`config.mk`:
```
export PLATFORM = sky130hd
export DESIGN_NAME = uart_tx_sequencer
export DESIGN_NICKNAME = d
export VERILOG_FILES = /design/src/rtl/uart_tx_sequencer_pkg.sv /design/src/rtl/uart_tx_sequencer.sv
export SDC_FILE = /design/constraint.sdc
export NUM_CORES = 1
export LEC_CHECK = 0
export ABC_CLOCK_PERIOD_IN_PS = 2400
export BUFFER_PORTS_ARGS = -buffer_cell sky130_fd_sc_hd__buf_4
export CAP_MARGIN = 5
export CORE_ASPECT_RATIO = 0.5
export CORE_MARGIN = 10
export CORE_UTILIZATION = 51
export CTS_CLUSTER_DIAMETER = 30
export DETAILED_ROUTE_END_ITERATION = 16
export PLACE_DENSITY = 0.77
export SLEW_MARGIN = 20
export SYNTH_ARGS = -nofsm -noshare
export SYNTH_HDL_FRONTEND = slang
export SYNTH_SLANG_ARGS = --single-unit
```
`constraint.sdc`:
```
create_clock -name clk -period 2.4 [get_ports clk]
set_clock_uncertainty 0.2 [all_clocks]
set_input_delay 0.24 -clock clk [delete_from_list [all_inputs] [get_ports clk]]
set_output_delay 0.24 -clock clk [all_outputs]
set_load 0.02 [all_outputs]
```
`src/rtl/uart_tx_sequencer_pkg.sv`:
```
// Shared definitions for the UART transmit sequencer: FSM encodings,
// frame counter width and the shared timer width helper.
package uart_tx_sequencer_pkg;

    localparam int FRAME_CNT_W = 16;

    typedef enum logic [2:0] {
        ST_IDLE      = 3'd0,
        ST_READ      = 3'd1,
        ST_CAPTURE   = 3'd2,
        ST_START     = 3'd3,
        ST_WAIT_BUSY = 3'd4,
        ST_WAIT_DONE = 3'd5,
        ST_GAP       = 3'd6
    } state_t;

    // One timer serves both the busy timeout and the inter-frame gap.
    function automatic int timer_width(input int timeout_cycles, input int gap_cycles);
        int max_v;
        max_v = 2;
        if (timeout_cycles > max_v) begin
            max_v = timeout_cycles;
        end else begin
            max_v = max_v;
        end
        if (gap_cycles > max_v) begin
            max_v = gap_cycles;
        end else begin
            max_v = max_v;
        end
        return $clog2(max_v);
    endfunction

endpackage

```
`src/rtl/uart_tx_sequencer.sv`:
```
// Pops words from the TX circular buffer and hands them to the UART
// serializer one frame at a time, with busy timeout and optional gap.
module uart_tx_sequencer
    import uart_tx_sequencer_pkg::*;
#(
    parameter int BIT_PER_WORD   = 7,
    parameter int GAP_CYCLES     = 0,
    parameter int TIMEOUT_CYCLES = 16
) (
    input  logic                   clk,
    input  logic                   rst_n,
    input  logic                   tx_enable,
    input  logic                   fifo_empty,
    input  logic [BIT_PER_WORD:0]  fifo_data,
    output logic                   fifo_rd_en,
    input  logic                   tx_busy,
    output logic                   tx_start,
    output logic [BIT_PER_WORD:0]  tx_data,
    output logic                   active,
    output logic [FRAME_CNT_W-1:0] frame_count,
    output logic                   err_timeout,
    input  logic                   err_clr
);

    localparam int TW = timer_width(TIMEOUT_CYCLES, GAP_CYCLES);
    localparam logic [TW-1:0] TIMEOUT_LOAD = TW'(TIMEOUT_CYCLES - 1);
    localparam logic [TW-1:0] GAP_LOAD     = TW'((GAP_CYCLES > 0) ? (GAP_CYCLES - 1) : 0);

    state_t                   state_r;
    state_t                   state_next_s;
    logic [TW-1:0]            timer_r;
    logic [TW-1:0]            timer_next_s;
    logic                     capture_s;
    logic                     frame_done_s;
    logic                     err_set_s;
    logic [BIT_PER_WORD:0]    tx_data_r;
    logic [FRAME_CNT_W-1:0]   frame_count_r;
    logic                     err_timeout_r;
    logic                     rd_en_s;
    logic                     start_s;
    logic                     active_s;

    // State and shared timer registers.
    always_ff @(posedge clk or negedge rst_n) begin
        if (!rst_n) begin
            state_r <= ST_IDLE;
            timer_r <= '0;
        end else begin
            state_r <= state_next_s;
            timer_r <= timer_next_s;
        end
    end

    // Next-state, timer and datapath-strobe decode.
    always_comb begin
        state_next_s = state_r;
        timer_next_s = timer_r;
        capture_s    = 1'b0;
        frame_done_s = 1'b0;
        err_set_s    = 1'b0;
        case (state_r)
            ST_IDLE: begin
                if (tx_enable && !fifo_empty && !tx_busy) begin
                    state_next_s = ST_READ;
                end else begin
                    state_next_s = ST_IDLE;
                end
            end
            ST_READ: begin
                state_next_s = ST_CAPTURE;
            end
            ST_CAPTURE: begin
                capture_s    = 1'b1;
                state_next_s = ST_START;
            end
            ST_START: begin
                timer_next_s = TIMEOUT_LOAD;
                state_next_s = ST_WAIT_BUSY;
            end
            ST_WAIT_BUSY: begin
                if (tx_busy) begin
                    state_next_s = ST_WAIT_DONE;
                end else if (timer_r == '0) begin
                    err_set_s    = 1'b1;
                    state_next_s = ST_IDLE;
                end else begin
                    timer_next_s = timer_r - TW'(1);
                end
            end
            ST_WAIT_DONE: begin
                if (!tx_busy) begin
                    frame_done_s = 1'b1;
                    if (GAP_CYCLES > 0) begin
                        timer_next_s = GAP_LOAD;
                        state_next_s = ST_GAP;
                    end else begin
                        state_next_s = ST_IDLE;
                    end
                end else begin
                    state_next_s = ST_WAIT_DONE;
                end
            end
            ST_GAP: begin
                if (timer_r == '0) begin
                    state_next_s = ST_IDLE;
                end else begin
                    timer_next_s = timer_r - TW'(1);
                end
            end
            default: begin
                state_next_s = ST_IDLE;
                timer_next_s = '0;
            end
        endcase
    end

    // Moore output decode from the state register only.
    always_comb begin
        rd_en_s  = 1'b0;
        start_s  = 1'b0;
        active_s = 1'b1;
        case (state_r)
            ST_IDLE:  active_s = 1'b0;
            ST_READ:  rd_en_s  = 1'b1;
            ST_START: start_s  = 1'b1;
            default:  active_s = 1'b1;
        endcase
    end

    // Word hand-off register: held from START until the next CAPTURE.
    always_ff @(posedge clk or negedge rst_n) begin
        if (!rst_n) begin
            tx_data_r <= '0;
        end else if (capture_s) begin
            tx_data_r <= fifo_data;
        end else begin
            tx_data_r <= tx_data_r;
        end
    end

    // Completed-frame counter; wraps naturally.
    always_ff @(posedge clk or negedge rst_n) begin
        if (!rst_n) begin
            frame_count_r <= '0;
        end else if (frame_done_s) begin
            frame_count_r <= frame_count_r + 16'd1;
        end else begin
            frame_count_r <= frame_count_r;
        end
    end

    // Sticky timeout flag; a same-cycle set beats the clear.
    always_ff @(posedge clk or negedge rst_n) begin
        if (!rst_n) begin
            err_timeout_r <= 1'b0;
        end else if (err_set_s) begin
            err_timeout_r <= 1'b1;
        end else if (err_clr) begin
            err_timeout_r <= 1'b0;
        end else begin
            err_timeout_r <= err_timeout_r;
        end
    end

    assign fifo_rd_en  = rd_en_s;
    assign tx_start    = start_s;
    assign active      = active_s;
    assign tx_data     = tx_data_r;
    assign frame_count = frame_count_r;
    assign err_timeout = err_timeout_r;

endmodule

```
==> impl_metrics.toml, run 1 <==
[power_and_ir_drop]
power_density_nw_per_um2 = 1057
leakage_nw = 0.9793
ir_worst_vdd_uv = 628.9

[route]
drt-pass1-iter-count = 4
drcViolationCount = 0
vias = 1192
avgRoutedWirePerCell_um = 15.58
via_per_inst = 5.369
drtIter0Drc = 35
ant_nets = 0
routed_wl_um = 3458

[floorplan]
chipWidth_um = 96.99
fp.dieH_um = 58.50
row_count = 13
ios = 42
die_area_um2 = 5673
core_area_um2 = 2716
start_util_pct = 55.64

[finish]
nets = 202
area_growth_pct = 34.52
diodes = 0
final_cell_mix = "buf_4, dfrtp_1, xnor2_1"
drive_above_1_share_pct = 33.51
layout_commonest_cell = "buf_4"

[cts]
clk_transition_reported_paths_ns = 0.06
post_cts_resize_count = 0
cts_setup_buffers = 0
root_buffer = "clkbuf_8"
htreeDepth = 2
cts_buffers = 5
postCtsHoldBufs = 9
clk_path_buf_depth = 2
clock-sinks = 32
cts_tree = "yes"
clk-insertion-delay-late_ns = 0.28

[worst_setup_path]
crit_path_start_kind = "flop"
cp_data_arrival_time_ns = 1.89
cp_max_fo = 4
required_ns = 2.37
worst-r2r-cell-count = 6
cp-end-kind = "flop"
path_class = "reg -> reg"

[timing]
whs_ns = -0.0003983
rsz0062_at_grt = "false"
worst_slew_pin_slew_ns = 0.5648
min_period_over_period_pct = 80.19
max_freq_mhz = 519.6
slew_headroom_pct = 62.27
drv_slew = 0
fin_setup_tns_ns = 0
final.setup.worst_slack_ns = 0.4755
hold_viol = 1
finalSetupViolations = 0
fin_crit_ns = 1.924

[placement]
portBuffers = 41
hpwl_um = 2496
pre_cts_slack_ns = 0.4800
gp_congestion = 0.8321

[global_route]
antenna_found_initial = 0
grtUsageTotal_pct = 12.13
grt_start_max_net_pins = 33
grt_pass1_wl_um = 5706
overflow = 0
first_global_vias = 1167

[synth]
synth_xor_area_share_pct = 8.692
yosysWarnings = 0
yosys.area_share.adder_pct = 2.483
synth_cells = 132
synthMuxAreaShare_pct = 7.368
synth-simple-area-share_pct = 17.38
syn_area_per_cell_um2 = 11.45
synth_area_um2 = 1511
synth_fp_nets = 149
ys_seq_area_share_pct = 52.98
synth_cell_types = 39
synth_top_family_by_area = "simple AND/OR/NAND/NOR gates"
ys_ff_latch = 32
synth-compound-area-share_pct = 7.616

[run_status]
failed_checks = "negative hold slack"
status = "finished with violations"

[hold_path]
worstHoldPathCells = 3
hold_class = "in -> reg"

[job]
drv_cap = 0
-- final timing paths --
check                                      from         endpoint  slack, ns
worst max-delay path                 timer_r[0]       timer_r[0]       0.48
worst min-delay path                    tx_busy       state_r[0]    -0.0004
worst max register to register       timer_r[0]       timer_r[0]       0.48
worst min register to register  frame_count[15]  frame_count[15]       0.27
max in group asynchronous                 rst_n  frame_count[12]       1.48
min in group asynchronous                 rst_n       tx_data[2]       0.22
-- synth_stat cells, drive strengths merged --
cell / n / area (um2)
dfrtp: 32 / 800.8
nor2b: 1 / 6.260
mux2: 9 / 101.4
o22a: 1 / 8.760
a211oi: 1 / 7.510
nand4: 3 / 18.77
nor3: 1 / 5.000
or3b: 1 / 8.760
a21oi: 6 / 30.03
and2: 1 / 6.260
inv: 5 / 18.77
o21ai: 2 / 10.01
mux2i: 1 / 10.01
buf: 3 / 22.52
nor3b: 3 / 27.52
and4: 3 / 26.28
nand3b: 1 / 7.510
o31ai: 1 / 7.510
o32ai: 1 / 8.760
o22ai: 1 / 6.260
nor2: 5 / 18.77
nand3: 5 / 25.02
or3: 1 / 6.260
xor2: 3 / 26.28
and4bb: 1 / 12.51
clkbuf: 3 / 11.26
nand4b: 1 / 8.760
a21o: 1 / 7.510
xnor2: 12 / 105.1
a21boi: 1 / 7.510
nand2b: 1 / 6.260
a31oi: 2 / 12.51
and3: 5 / 36.28
nor4b: 1 / 8.760
ha: 3 / 37.54
o31a: 1 / 8.760
nand2: 9 / 33.78
-- final cells by class --
class | instances | area, um2
Sequential cell | 32 | 800.8
Fill cell | 208 | 683.2
Multi-Input combinational cell | 89 | 658.1
Timing Repair Buffer | 52 | 412.9
Clock buffer | 7 | 96.34
Tap cell | 37 | 46.29
Inverter | 5 | 18.77
-- power by group --
group	internal, W	switching (W)
Sequential	0.000688	0.000192
Combinational	0.000426	0.000402
Clock	0.000255	0.000186
-- per-layer routing --
| metal | vias up | track usage [%] | part of all wire [%] |
|---|---|---|---|
| li1 | 570 | - | - |
| met1 | 588 | 13.12 | 40 |
| met2 | 27 | 21.31 | 52 |
| met4 | 0 | 5.637 | 1.8 |
| met5 | - | 0 | 0 |
| met3 | 7 | 4.424 | 5.4 |
-- state kept, by name, summed over array words and instances (netlist names) --
register	cells
err_timeout	1
tx_data	8
frame_count	16
timer_r	4
state_r	3
-- cell families (layout without fill, tap and decap cells) --
| family | count (synthesis) | after routing |
|---|---|---|
| and+or+nand+nor | 43 | 43 |
| DFF | 32 | 32 |
| AOI/OAI and AO/OA | 18 | 18 |
| xor gates and xnor gates | 15 | 15 |
| buffers and inverters | 11 | 64 |
| muxes | 10 | 10 |
| adders and majority gates | 3 | 3 |
-- stage by stage --
stage / cells / hold WS (ns) / total power [W] / cell area [um2] / utilization [%]
floorplan: 132 / -0.2556 / 0.001387 / 1511 / -
global placement: 206 / 0.002449 / 0.001670 / 1847 / 67.99
detailed placement: 206 / 0.001400 / 0.001712 / 1847 / 67.99
CTS: 222 / 0.0001829 / 0.002168 / 2033 / 74.85
global route: 222 / 0.006256 / 0.002285 / 2033 / 74.85
finish: 222 / -0.0003983 / 0.002149 / 2033 / 74.85
-- worst max-delay path: stages (launching register included) --
cell and delay [ns]:
dfrtp_1 0.41, inv_1 0.09, ha_1 0.16, or3b_2 0.48
a21oi_1 0.18, nor2_1 0.09, o22a_1 0.20
Power figures use the tool's default switching activity.
==> run 2: changes to the inputs <==
--- a/config.mk
+++ b/config.mk
@@ -5,7 +5,7 @@
 export SDC_FILE = /design/constraint.sdc
 export NUM_CORES = 1
 export LEC_CHECK = 0
-export ABC_CLOCK_PERIOD_IN_PS = 2400
+export ABC_CLOCK_PERIOD_IN_PS = 1950
 export BUFFER_PORTS_ARGS = -buffer_cell sky130_fd_sc_hd__buf_4
 export CAP_MARGIN = 5
 export CORE_ASPECT_RATIO = 0.5
==> constraint.sdc (replaced) <==
create_clock -name clk -period 1.95 [get_ports clk]
set_clock_uncertainty 0.2 [all_clocks]
set_input_delay 0.195 -clock clk [delete_from_list [all_inputs] [get_ports clk]]
set_output_delay 0.195 -clock clk [all_outputs]
set_load 0.02 [all_outputs]
==> impl_metrics.toml, run 2 (synthesis gave the netlist of run 1 again) <==
[run_status]
failed_checks = "negative setup slack"
status = "finished with violations"

[hold_path]
min-delay-start = "tx_enable"
hold_class = "in -> reg"
worstHoldEndpoint = "state_r[0]"
worstHoldPathCells = 3

[global_route]
grt_start_max_net_pins = 33
grt_pass1_wl_um = 6430
first_global_vias = 1296
grtUsageTotal_pct = 13.95
antenna_found_initial = 0
overflow = 0

[worst_setup_path]
worstReg2RegStart = "state_r[2]"
timing.rr.end = "timer_r[3]"
cp_data_arrival_time_ns = 1.99
worst-r2r-cell-count = 4
cp-end-kind = "flop"
r2r_setup_slack_ns = -0.01
crit_path_start_kind = "flop"
required_ns = 1.98
cp_max_fo = 8
path_class = "reg -> reg"

[cts]
cts_tree = "yes"
clk_path_buf_depth = 2
clk_transition_reported_paths_ns = 0.07
root_buffer = "clkbuf_8"
clock-sinks = 32
clk-insertion-delay-late_ns = 0.29
cts_setup_buffers = 0
cts_buffers = 5
htreeDepth = 2

[finish]
layout_commonest_cell = "buf_4"
design_area_um2 = 2127
fill_cells = 177
final_cell_mix = "buf_4, dfrtp_1, xnor2_1, dlygate4sd3_1"
diodes = 0
nets = 208
largest_reg_flops = 16
drive_above_1_share_pct = 36.46
area_growth_pct = 40.73

[placement]
place_area_um2 = 1877
portBuffers = 41
hpwl_um = 2447
pre_cts_slack_ns = 0.08191
gp_congestion = 0.8315

[floorplan]
row_count = 13
die_area_um2 = 5673
fp.dieH_um = 58.50
ios = 42
chipWidth_um = 96.99
start_util_pct = 55.64
core_area_um2 = 2716

[power_and_ir_drop]
p_sw_share_pct = 35.81
internal_power_w = 0.001875
clkPwrFrac_pct = 24.1
p_comb_share_pct = 40.7
net-switching-power_w = 0.001046
leakage_nw = 1.025
p_total_w = 0.002922
ir_worst_vdd_uv = 802.5
p_seq_share_pct = 35.3
power_density_nw_per_um2 = 1374

[timing]
final.setup.worst_slack_ns = -0.01233
max_freq_mhz = 509.6
worst_slew_pin_slew_ns = 0.7810
fin_crit_ns = 1.962
drv_slew = 0
slew_headroom_pct = 47.20
whs_ns = 0.07329
finalSetupViolations = 1
min_period_over_period_pct = 100.6
fin_setup_tns_ns = -0.01233
hold_viol = 0

[route]
drt-pass1-iter-count = 4
drcViolationCount = 0
drtIter0Drc = 20
avgRoutedWirePerCell_um = 17.10
ant_nets = 0
routed_wl_um = 3916
via_per_inst = 5.402
vias = 1237

[job]
drv_cap = 0
-- run 2: critical path, stage by stage (launching register included) --
cell      delay, ns
dfrtp_1        0.51
nor4b_1        0.69
a211oi_2       0.18
a31oi_1        0.17
and3_1         0.16
-- run 2: area by class of cell --
class | count | area [um2] | share of cell area, %
flip-flops and latches | 32 | 800.8 | 37.65
repair buffers | 58 | 462.9 | 21.76
multi-input cells | 89 | 671.9 | 31.59
clock buffers | 7 | 96.34 | 4.529
well taps | 37 | 46.29 | 2.176
clock inverters | 1 | 30.03 | 1.412
inverters | 5 | 18.77 | 0.8824
-- run 2: what timing repair did --
action,in CTS,in global routing
endpoints found under the setup margin,0,4
endpoints found under the hold margin,42,0
hold buffers,11,0
gates resized for setup,0,4
-- run 2: stage by stage --
stage	instances	util, %
after floorplan	132	-
after global placement	210	69.09
after detailed placement	210	69.09
after CTS	229	77.80
after global routing	229	78.30
final	229	78.30
-- run 2: worst max-delay path by stage --
stage | end | cells past startpoint | start
floorplan | timer_r[0] | 6 | timer_r[0]
global placement | timer_r[0] | 6 | timer_r[0]
detailed placement | timer_r[0] | 6 | timer_r[0]
CTS | timer_r[0] | 6 | timer_r[0]
global route | timer_r[3] | 4 | timer_r[2]
finish | timer_r[3] | 4 | state_r[2]
-- run 2: metal layers --
layer / GRT usage [%] / vias to the layer above / routed length [um]
li1: - / 584 / -
met1: 14.63 / 614 / 1540
met2: 25.66 / 30 / 2131
met4: 7.098 / 0 / 72
met3: 4.075 / 9 / 173
met5: 0 / - / 0
-- run 2: power by group through the flow --
stage          registers, W  clock network, W  logic (W)
2_1_floorplan       0.00113                 0   0.000582
4_1_cts             0.00100          0.000715    0.00116
6_report            0.00103          0.000703    0.00119
3_3_place_gp        0.00100                 0    0.00111
5_1_grt             0.00106          0.000751    0.00130
3_5_place_dp        0.00102                 0    0.00114
